$ cat src/rtl/dti_fifo_async_rd_prefetch_if.sv
// Read-side bundle of the async FIFO: pointer exchange, memory read port and output stream.
// The block uses the master modport; the environment (memory, synchroniser, consumer) uses the slave modport.
interface dti_fifo_async_rd_prefetch_if #(
  parameter int DATA_WIDTH = 8,
  parameter int ADDR_WIDTH = 4
);
  logic [ADDR_WIDTH:0]   wr_ptr_gray_sync;
  logic [ADDR_WIDTH-1:0] mem_rd_addr;
  logic [DATA_WIDTH-1:0] mem_rd_data;
  logic [ADDR_WIDTH:0]   rd_ptr_gray;
  logic [DATA_WIDTH-1:0] rd_data;
  logic                  rd_valid;
  logic                  rd_ready;
  logic                  rd_empty;
  logic [ADDR_WIDTH+1:0] rd_level;

  modport master (
    input  wr_ptr_gray_sync, mem_rd_data, rd_ready,
    output mem_rd_addr, rd_ptr_gray, rd_data, rd_valid, rd_empty, rd_level
  );

  modport slave (
    output wr_ptr_gray_sync, mem_rd_data, rd_ready,
    input  mem_rd_addr, rd_ptr_gray, rd_data, rd_valid, rd_empty, rd_level
  );
endinterface

$ cat src/rtl/dti_fifo_async_rd_prefetch.sv
// Read side of a Gray-pointer async FIFO with a one-word prefetch output register.
// Memory is read combinationally at the read pointer; the output register refills whenever it drains.
module dti_fifo_async_rd_prefetch #(
  parameter int DATA_WIDTH = 8,
  parameter int ADDR_WIDTH = 4
) (
  input  logic rd_clk,
  input  logic rd_reset,
  dti_fifo_async_rd_prefetch_if.master bus
);
  localparam int PW = ADDR_WIDTH + 1;

  logic [PW-1:0]         rd_bin_reg;
  logic [PW-1:0]         rd_bin_next;
  logic [PW-1:0]         rd_ptr_gray_reg;
  logic [DATA_WIDTH-1:0] rd_data_reg;
  logic                  rd_valid_reg;
  logic                  rd_valid_next;
  logic [PW:0]           rd_level_reg;
  logic [PW:0]           rd_level_next;
  logic [PW-1:0]         wr_bin;
  logic [PW-1:0]         occupancy;
  logic                  mem_empty;
  logic                  fetch;

  // Gray-to-binary: each bit is the XOR of all Gray bits at or above it.
  assign wr_bin[PW-1] = bus.wr_ptr_gray_sync[PW-1];
  generate
    for (genvar gi = PW - 2; gi >= 0; gi--) begin : g_wr_bin
      assign wr_bin[gi] = wr_bin[gi+1] ^ bus.wr_ptr_gray_sync[gi];
    end
  endgenerate

  assign mem_empty = (rd_ptr_gray_reg == bus.wr_ptr_gray_sync);
  assign fetch     = !mem_empty && (!rd_valid_reg || bus.rd_ready);

  always_comb begin
    rd_bin_next   = rd_bin_reg;
    rd_valid_next = rd_valid_reg;
    if (fetch) begin
      rd_bin_next   = rd_bin_reg + 1'b1;
      rd_valid_next = 1'b1;
    end else if (rd_valid_reg && bus.rd_ready) begin
      rd_valid_next = 1'b0;
    end
  end

  // Level reflects the pointer and output register as they will be after this edge.
  assign occupancy     = wr_bin - rd_bin_next;
  assign rd_level_next = {1'b0, occupancy} + {{PW{1'b0}}, rd_valid_next};

  always_ff @(posedge rd_clk or posedge rd_reset) begin
    if (rd_reset) begin
      rd_bin_reg      <= '0;
      rd_ptr_gray_reg <= '0;
      rd_data_reg     <= '0;
      rd_valid_reg    <= 1'b0;
      rd_level_reg    <= '0;
    end else begin
      rd_bin_reg      <= rd_bin_next;
      rd_ptr_gray_reg <= rd_bin_next ^ (rd_bin_next >> 1);
      rd_valid_reg    <= rd_valid_next;
      rd_level_reg    <= rd_level_next;
      if (fetch) begin
        rd_data_reg <= bus.mem_rd_data;
      end
    end
  end

  assign bus.mem_rd_addr = rd_bin_reg[ADDR_WIDTH-1:0];
  assign bus.rd_ptr_gray = rd_ptr_gray_reg;
  assign bus.rd_data     = rd_data_reg;
  assign bus.rd_valid    = rd_valid_reg;
  assign bus.rd_empty    = mem_empty && !rd_valid_reg;
  assign bus.rd_level    = rd_level_reg;
endmodule

$ cat src/flat_wrapper.sv
// flat-port wrapper written by rule: the top's interface ports become plain ports
module dti_fifo_async_rd_prefetch_flat 
#(
  parameter int DATA_WIDTH = 8,
  parameter int ADDR_WIDTH = 4
)
  (rd_clk, rd_reset, bus_wr_ptr_gray_sync, bus_mem_rd_data, bus_rd_ready, bus_mem_rd_addr, bus_rd_ptr_gray, bus_rd_data, bus_rd_valid, bus_rd_empty, bus_rd_level);
  dti_fifo_async_rd_prefetch_if #(.DATA_WIDTH(DATA_WIDTH), .ADDR_WIDTH(ADDR_WIDTH)) bus_i ();
  input  logic rd_clk;
  input  logic rd_reset;
  input wire logic [$bits(bus_i.wr_ptr_gray_sync)-1:0] bus_wr_ptr_gray_sync;
  input wire logic [$bits(bus_i.mem_rd_data)-1:0] bus_mem_rd_data;
  input wire logic [$bits(bus_i.rd_ready)-1:0] bus_rd_ready;
  output wire logic [$bits(bus_i.mem_rd_addr)-1:0] bus_mem_rd_addr;
  output wire logic [$bits(bus_i.rd_ptr_gray)-1:0] bus_rd_ptr_gray;
  output wire logic [$bits(bus_i.rd_data)-1:0] bus_rd_data;
  output wire logic [$bits(bus_i.rd_valid)-1:0] bus_rd_valid;
  output wire logic [$bits(bus_i.rd_empty)-1:0] bus_rd_empty;
  output wire logic [$bits(bus_i.rd_level)-1:0] bus_rd_level;
  assign bus_i.wr_ptr_gray_sync = bus_wr_ptr_gray_sync;
  assign bus_i.mem_rd_data = bus_mem_rd_data;
  assign bus_i.rd_ready = bus_rd_ready;
  assign bus_mem_rd_addr = bus_i.mem_rd_addr;
  assign bus_rd_ptr_gray = bus_i.rd_ptr_gray;
  assign bus_rd_data = bus_i.rd_data;
  assign bus_rd_valid = bus_i.rd_valid;
  assign bus_rd_empty = bus_i.rd_empty;
  assign bus_rd_level = bus_i.rd_level;
  dti_fifo_async_rd_prefetch #(.DATA_WIDTH(DATA_WIDTH), .ADDR_WIDTH(ADDR_WIDTH)) u_core (.rd_clk(rd_clk), .rd_reset(rd_reset), .bus(bus_i));
endmodule
$ cat config.mk
export PLATFORM = sky130hd
export DESIGN_NAME = dti_fifo_async_rd_prefetch_flat
export DESIGN_NICKNAME = d
export VERILOG_FILES = /design/src/rtl/dti_fifo_async_rd_prefetch_if.sv /design/src/rtl/dti_fifo_async_rd_prefetch.sv /design/src/flat_wrapper.sv
export SDC_FILE = /design/constraint.sdc
export NUM_CORES = 1
export LEC_CHECK = 0
export BUFFER_PORTS_ARGS = -buffer_cell sky130_fd_sc_hd__buf_2
export CAP_MARGIN = 20
export CORE_MARGIN = 3
export CORE_UTILIZATION = 32
export DETAILED_ROUTE_END_ITERATION = 10
export SYNTH_ARGS = -nofsm -noshare
export SYNTH_HDL_FRONTEND = slang
export SYNTH_SLANG_ARGS = --single-unit
$ cat constraint.sdc
create_clock -name rd_clk -period 3.9 [get_ports rd_clk]
set_clock_uncertainty 0.15 [all_clocks]
set_input_delay 0.195 -clock rd_clk [delete_from_list [all_inputs] [get_ports rd_clk]]
set_output_delay 0.195 -clock rd_clk [all_outputs]
set_load 0.05 [all_outputs]
After elaboration in Yosys (flattened, before gate mapping):

Cells that the tools add are included.

* flip-flop bits (word level): 25
* input bits: 16

* eq/ne operators: 1
* reductions and logical operators: 6
* add/subtract/negate cells: 3
* mux-type cells: 3
* bitwise gates (word level): 5

Operator list (number)
* $add 5x1->6: 1
* $add 5x1->5 const B: 1
* $eq 5x5->1: 1
* $mux 5: 1
* $sub 5x5->5: 1
* $xor 5x4->5: 1
* $xor 1x1->1: 4
* $logic_and 1x1->1: 3
* $logic_not 1->1: 2
* $mux 1: 2
* $logic_or 1x1->1: 1

Longest topological paths before layout:

* word-level depth: 6
* depth in mapped cells: 13

Worst setup path after synthesis:

No wires, ideal clock.

* path kind: register to register
* start point: reg u_core.rd_ptr_gray_reg[2] (netlist: u_core.bus.rd_ptr_gray[2])
* end point: reg u_core.rd_level_reg[4] (netlist: u_core.bus.rd_level[4])
* data arrival time: 3056 ps
* library setup time: 128 ps
* stages on the path, launching flop included: 14
* setup slack: 565 ps
* path buffers: 1
* data required time: 3622 ps
* path through: dfrtp_1 xor2_1 nor4_4 nand2_1 nand2_1 buf_2 xnor2_1 ha_1 fa_1 inv_1 ha_1 nand3b_1 mux2i_1 xor2_1

* longest elaborated chain between the ends: 6
* elaborated cells between the ends (all ways): 7
* classes of those cells: 2 x add/sub; 1 x eq/ne; 2 x mux; 2 x reduce/logical

RTL lines
* start, declared: RTL line dti_fifo_async_rd_prefetch.sv:15 `logic [PW-1:0] rd_ptr_gray_reg;`
* start signal, assigned: RTL line dti_fifo_async_rd_prefetch.sv:61 `rd_ptr_gray_reg <= rd_bin_next ^ (rd_bin_next >> 1);`
* $eq 5x5->1: RTL line dti_fifo_async_rd_prefetch.sv:34 `assign mem_empty = (rd_ptr_gray_reg == bus.wr_ptr_gray_sync);`
* $logic_not 1->1: RTL line dti_fifo_async_rd_prefetch.sv:35 `assign fetch = !mem_empty && (!rd_valid_reg || bus.rd_ready);`
* $logic_and 1x1->1: RTL line dti_fifo_async_rd_prefetch.sv:35
* $mux 5: RTL line dti_fifo_async_rd_prefetch.sv:40 `if (fetch) begin`
* net u_core.rd_bin_next[0]: RTL line dti_fifo_async_rd_prefetch.sv:14 `logic [PW-1:0] rd_bin_next;`
* $sub 5x5->5: RTL line dti_fifo_async_rd_prefetch.sv:49 `assign occupancy = wr_bin - rd_bin_next;`
* $add 5x1->6: RTL line dti_fifo_async_rd_prefetch.sv:50 `assign rd_level_next = {1'b0, occupancy} + {{PW{1'b0}}, rd_valid_next};`
* net u_core.rd_level_next[4]: RTL line dti_fifo_async_rd_prefetch.sv:20 `logic [PW:0] rd_level_next;`
* end signal, assigned: RTL line dti_fifo_async_rd_prefetch.sv:63 `rd_level_reg <= rd_level_next;`
* end, declared: RTL line dti_fifo_async_rd_prefetch.sv:19 `logic [PW:0] rd_level_reg;`

The timed path passes the listed nets, and every way through them passes these cells.
A chain may end at the register's enable or synchronous reset.

Worst setup path in the final report:

Ends and elaborated chain as after synthesis.

==> impl_metrics.py <==
metrics = {
    "status": {
        "status": "finished clean",
    },
    "die": {
        "initial_core_util": 0.3486,
        "die_w_um": 70.56,
        "io_pins": 41,
        "core_sq_um": 3826,
        "fp.dieArea_sq_um": 4979,
        "rows": 22,
        "fp.dieH_um": 70.56,
    },
    "cells_and_area": {
        "final_cell_mix": "40 x buf_2, 31 x nand2_1, 24 x dfrtp_1",
        "design_area_sq_um": 1745,
        "largest_register_ffs": 8,
        "num_antenna_cells": 0,
        "nFillCells": 384,
        "ff_latch_area_sq_um": 600.6,
        "fin_nets": 206,
        "multiInputGateArea_sq_um": 689.4,
        "synthToLayoutAreaGrowth_pct": 30.86,
        "drive_gt1_frac": 0.2928,
        "layout_commonest_cell": "buf_2",
    },
    "grt": {
        "grt_first_pass_wirelength_um": 5043,
        "grt.overflow.total": 0,
        "grt_pass1_vias": 1094,
        "antenna_found_initial": 0,
        "grt_usage": 0.1262,
        "grt_max_degree": 25,
    },
    "detailed_routing": {
        "dr_wl_met3_um": 182,
        "dr_total_vias": 1041,
        "antenna_left": 0,
        "drc": 0,
        "vias_per_cell": 4.546,
        "maxUsedRoutingLayer": "met4",
        "wirelength_um": 2928,
        "drt-wirelength-per-cell_um": 12.79,
        "firstDrtPassIters": 4,
        "wl_met2_um": 1441,
        "drt-met1-wl_um": 1270,
        "drt_iter0_markers": 40,
    },
    "worst_setup_path": {
        "path_cells": "xor2_1 > nor4_4 > nand2_1 > nand2_1 > xnor2_1 > ha_1 > fa_1 > xnor2_1 > nand3b_1 > mux2i_1 > xor2_1",
        "endpoint_kind": "flop",
        "cp_top_family": "simple AND/OR/NAND/NOR gates",
        "worstSetupPathType": "reg -> reg",
        "arrival_ns": 3.47,
        "critPathBufInv": 0,
        "startpoint_type": "flop",
        "max_stage_delay_ns": 0.45,
        "crit_fanout": 12,
        "slowest_stage": "fa_1",
        "worstPathRequired_ns": 3.95,
    },
    "timing": {
        "rsz0062_at_grt": "no",
        "clock.fmax_ghz": 0.2924,
        "fin_crit_ns": 3.420,
        "finalHoldViolCount": 0,
        "slew_violations": 0,
        "slew_headroom": 0.4033,
        "setup_viol": 0,
        "finalSetupTns_ns": 0,
        "fin_hold_ws_ns": 0.1938,
        "worst_pin_slew_ns": 0.8941,
        "timing.final.crit_share": 0.8769,
    },
    "place": {
        "hpwl_um": 2336,
        "routabilityCongestion": 0.7680,
        "numPortBuffers": 40,
        "place_area_sq_um": 1584,
    },
    "clocking": {
        "numClockSinks": 24,
        "cts.clk_slew.worst_paths_ns": 0.09,
        "post_cts_buffers": 0,
        "root_buffer": "clkbuf_8",
        "clk_path_buf_depth": 2,
        "cts_tree": "built",
        "htree_levels": 1,
        "cts_buffers": 3,
        "clkLatencyLatePin_ns": 0.27,
    },
    "synthesis": {
        "ys_ff_latch": 24,
        "synth.distinct_cells": 27,
        "synth_simple_gate_area_frac": 0.1773,
        "synth_compound_area_frac": 0.06285,
        "avgSynthCellArea_sq_um": 10.26,
        "synthAdderAreaFrac": 0.08068,
        "synth_top_family_by_area": "XOR/XNOR gates",
        "yosysSeqAreaShare": 0.4503,
        "synth_warnings": 0,
        "synthMuxAreaShare": 0.01501,
        "synth_xor_area_frac": 0.1811,
        "synth_nets": 154,
        "syn-instance-count": 130,
        "syn_area_sq_um": 1334,
    },
    "worst_hold_path": {
        "hp-class": "in -> reg",
    },
    "job": {
        "maxCapViolations": 0,
    },
}
## what timing repair did
item                                   CTS  global route
resized for setup                        0             0
hold buffers                             9             0
endpoints found under the hold margin   24             0
## final cells by class
cell class                 instances  share of cell area
multi-input combinational         95              0.3950
sequential                        24              0.3441
timing repair buffer              49              0.1663
tap                               48             0.03441
clock buffer                       3             0.02366
inverter                           9             0.01935
clock inverter                     1             0.01720
## routing by layer
metal  vias to the layer above  global-route usage
met2                        27              0.2162
met3                         4             0.03125
met5                         -                   0
li1                        514                   -
met4                         0             0.04175
met1                       496              0.1559
## cells by family after synthesis
kind of cell / after synthesis
AOI/OAI and AO/OA: 10
xor gates and xnor gates: 25
adders and majority gates: 8
buffers and inverters: 11
DFF: 24
muxes: 2
and+or+nand+nor: 50
## final timing paths
| path | start | end | slack (ns) | cells past startpoint |
|---|---|---|---|---|
| max in group asynchronous | rd_reset | u_core.rd_bin_reg[3] | 2.55 | 3 |
| worst min-delay path | bus_rd_ready | u_core.bus.rd_valid | 0.19 | 3 |
| worst min register to register | u_core.bus.rd_data[2] | u_core.bus.rd_data[2] | 0.33 | 2 |
| worst max-delay path | u_core.bus.rd_ptr_gray[2] | u_core.bus.rd_level[4] | 0.48 | 11 |
| min in group asynchronous | rd_reset | u_core.bus.rd_ptr_gray[0] | 0.50 | 3 |
| worst max register to register | u_core.bus.rd_ptr_gray[2] | u_core.bus.rd_level[4] | 0.48 | 11 |
## synth_stat cells, drive strengths merged
| library cell | count | area (sq um) |
|---|---|---|
| mux2i | 2 | 20.02 |
| and2 | 2 | 12.51 |
| xor2 | 14 | 137.6 |
| inv | 9 | 33.79 |
| nand3 | 2 | 10.01 |
| nand2 | 31 | 116.4 |
| a21boi | 1 | 18.77 |
| and3 | 4 | 25.02 |
| buf | 2 | 10.01 |
| ha | 7 | 87.58 |
| o22ai | 1 | 6.260 |
| o221ai | 1 | 8.760 |
| a21oi | 4 | 31.28 |
| o21ai | 3 | 18.77 |
| nor4 | 1 | 21.27 |
| nand2b | 3 | 18.77 |
| xnor2 | 11 | 103.9 |
| nand4 | 1 | 6.260 |
| dfrtp | 24 | 600.6 |
| nand3b | 1 | 7.510 |
| nor2 | 5 | 18.77 |
| fa | 1 | 20.02 |
## tightest hold or removal path: stages
cell and delay [ns]:
buf_2 0.07, nand2b_1 0.19, nand2_1 0.10
## stage by stage
step	utilization	std cells	worst slack, ns
floorplan	-	130	0.5652
global placement	0.4140	216	0.7007
detailed placement	0.4140	216	0.5235
CTS	0.4562	229	0.4784
global route	0.4562	229	0.1383
finish	0.4562	229	0.4801
Power is not shown: default switching activity piles up to over one toggle a cycle in this logic, so the estimate is an artifact.
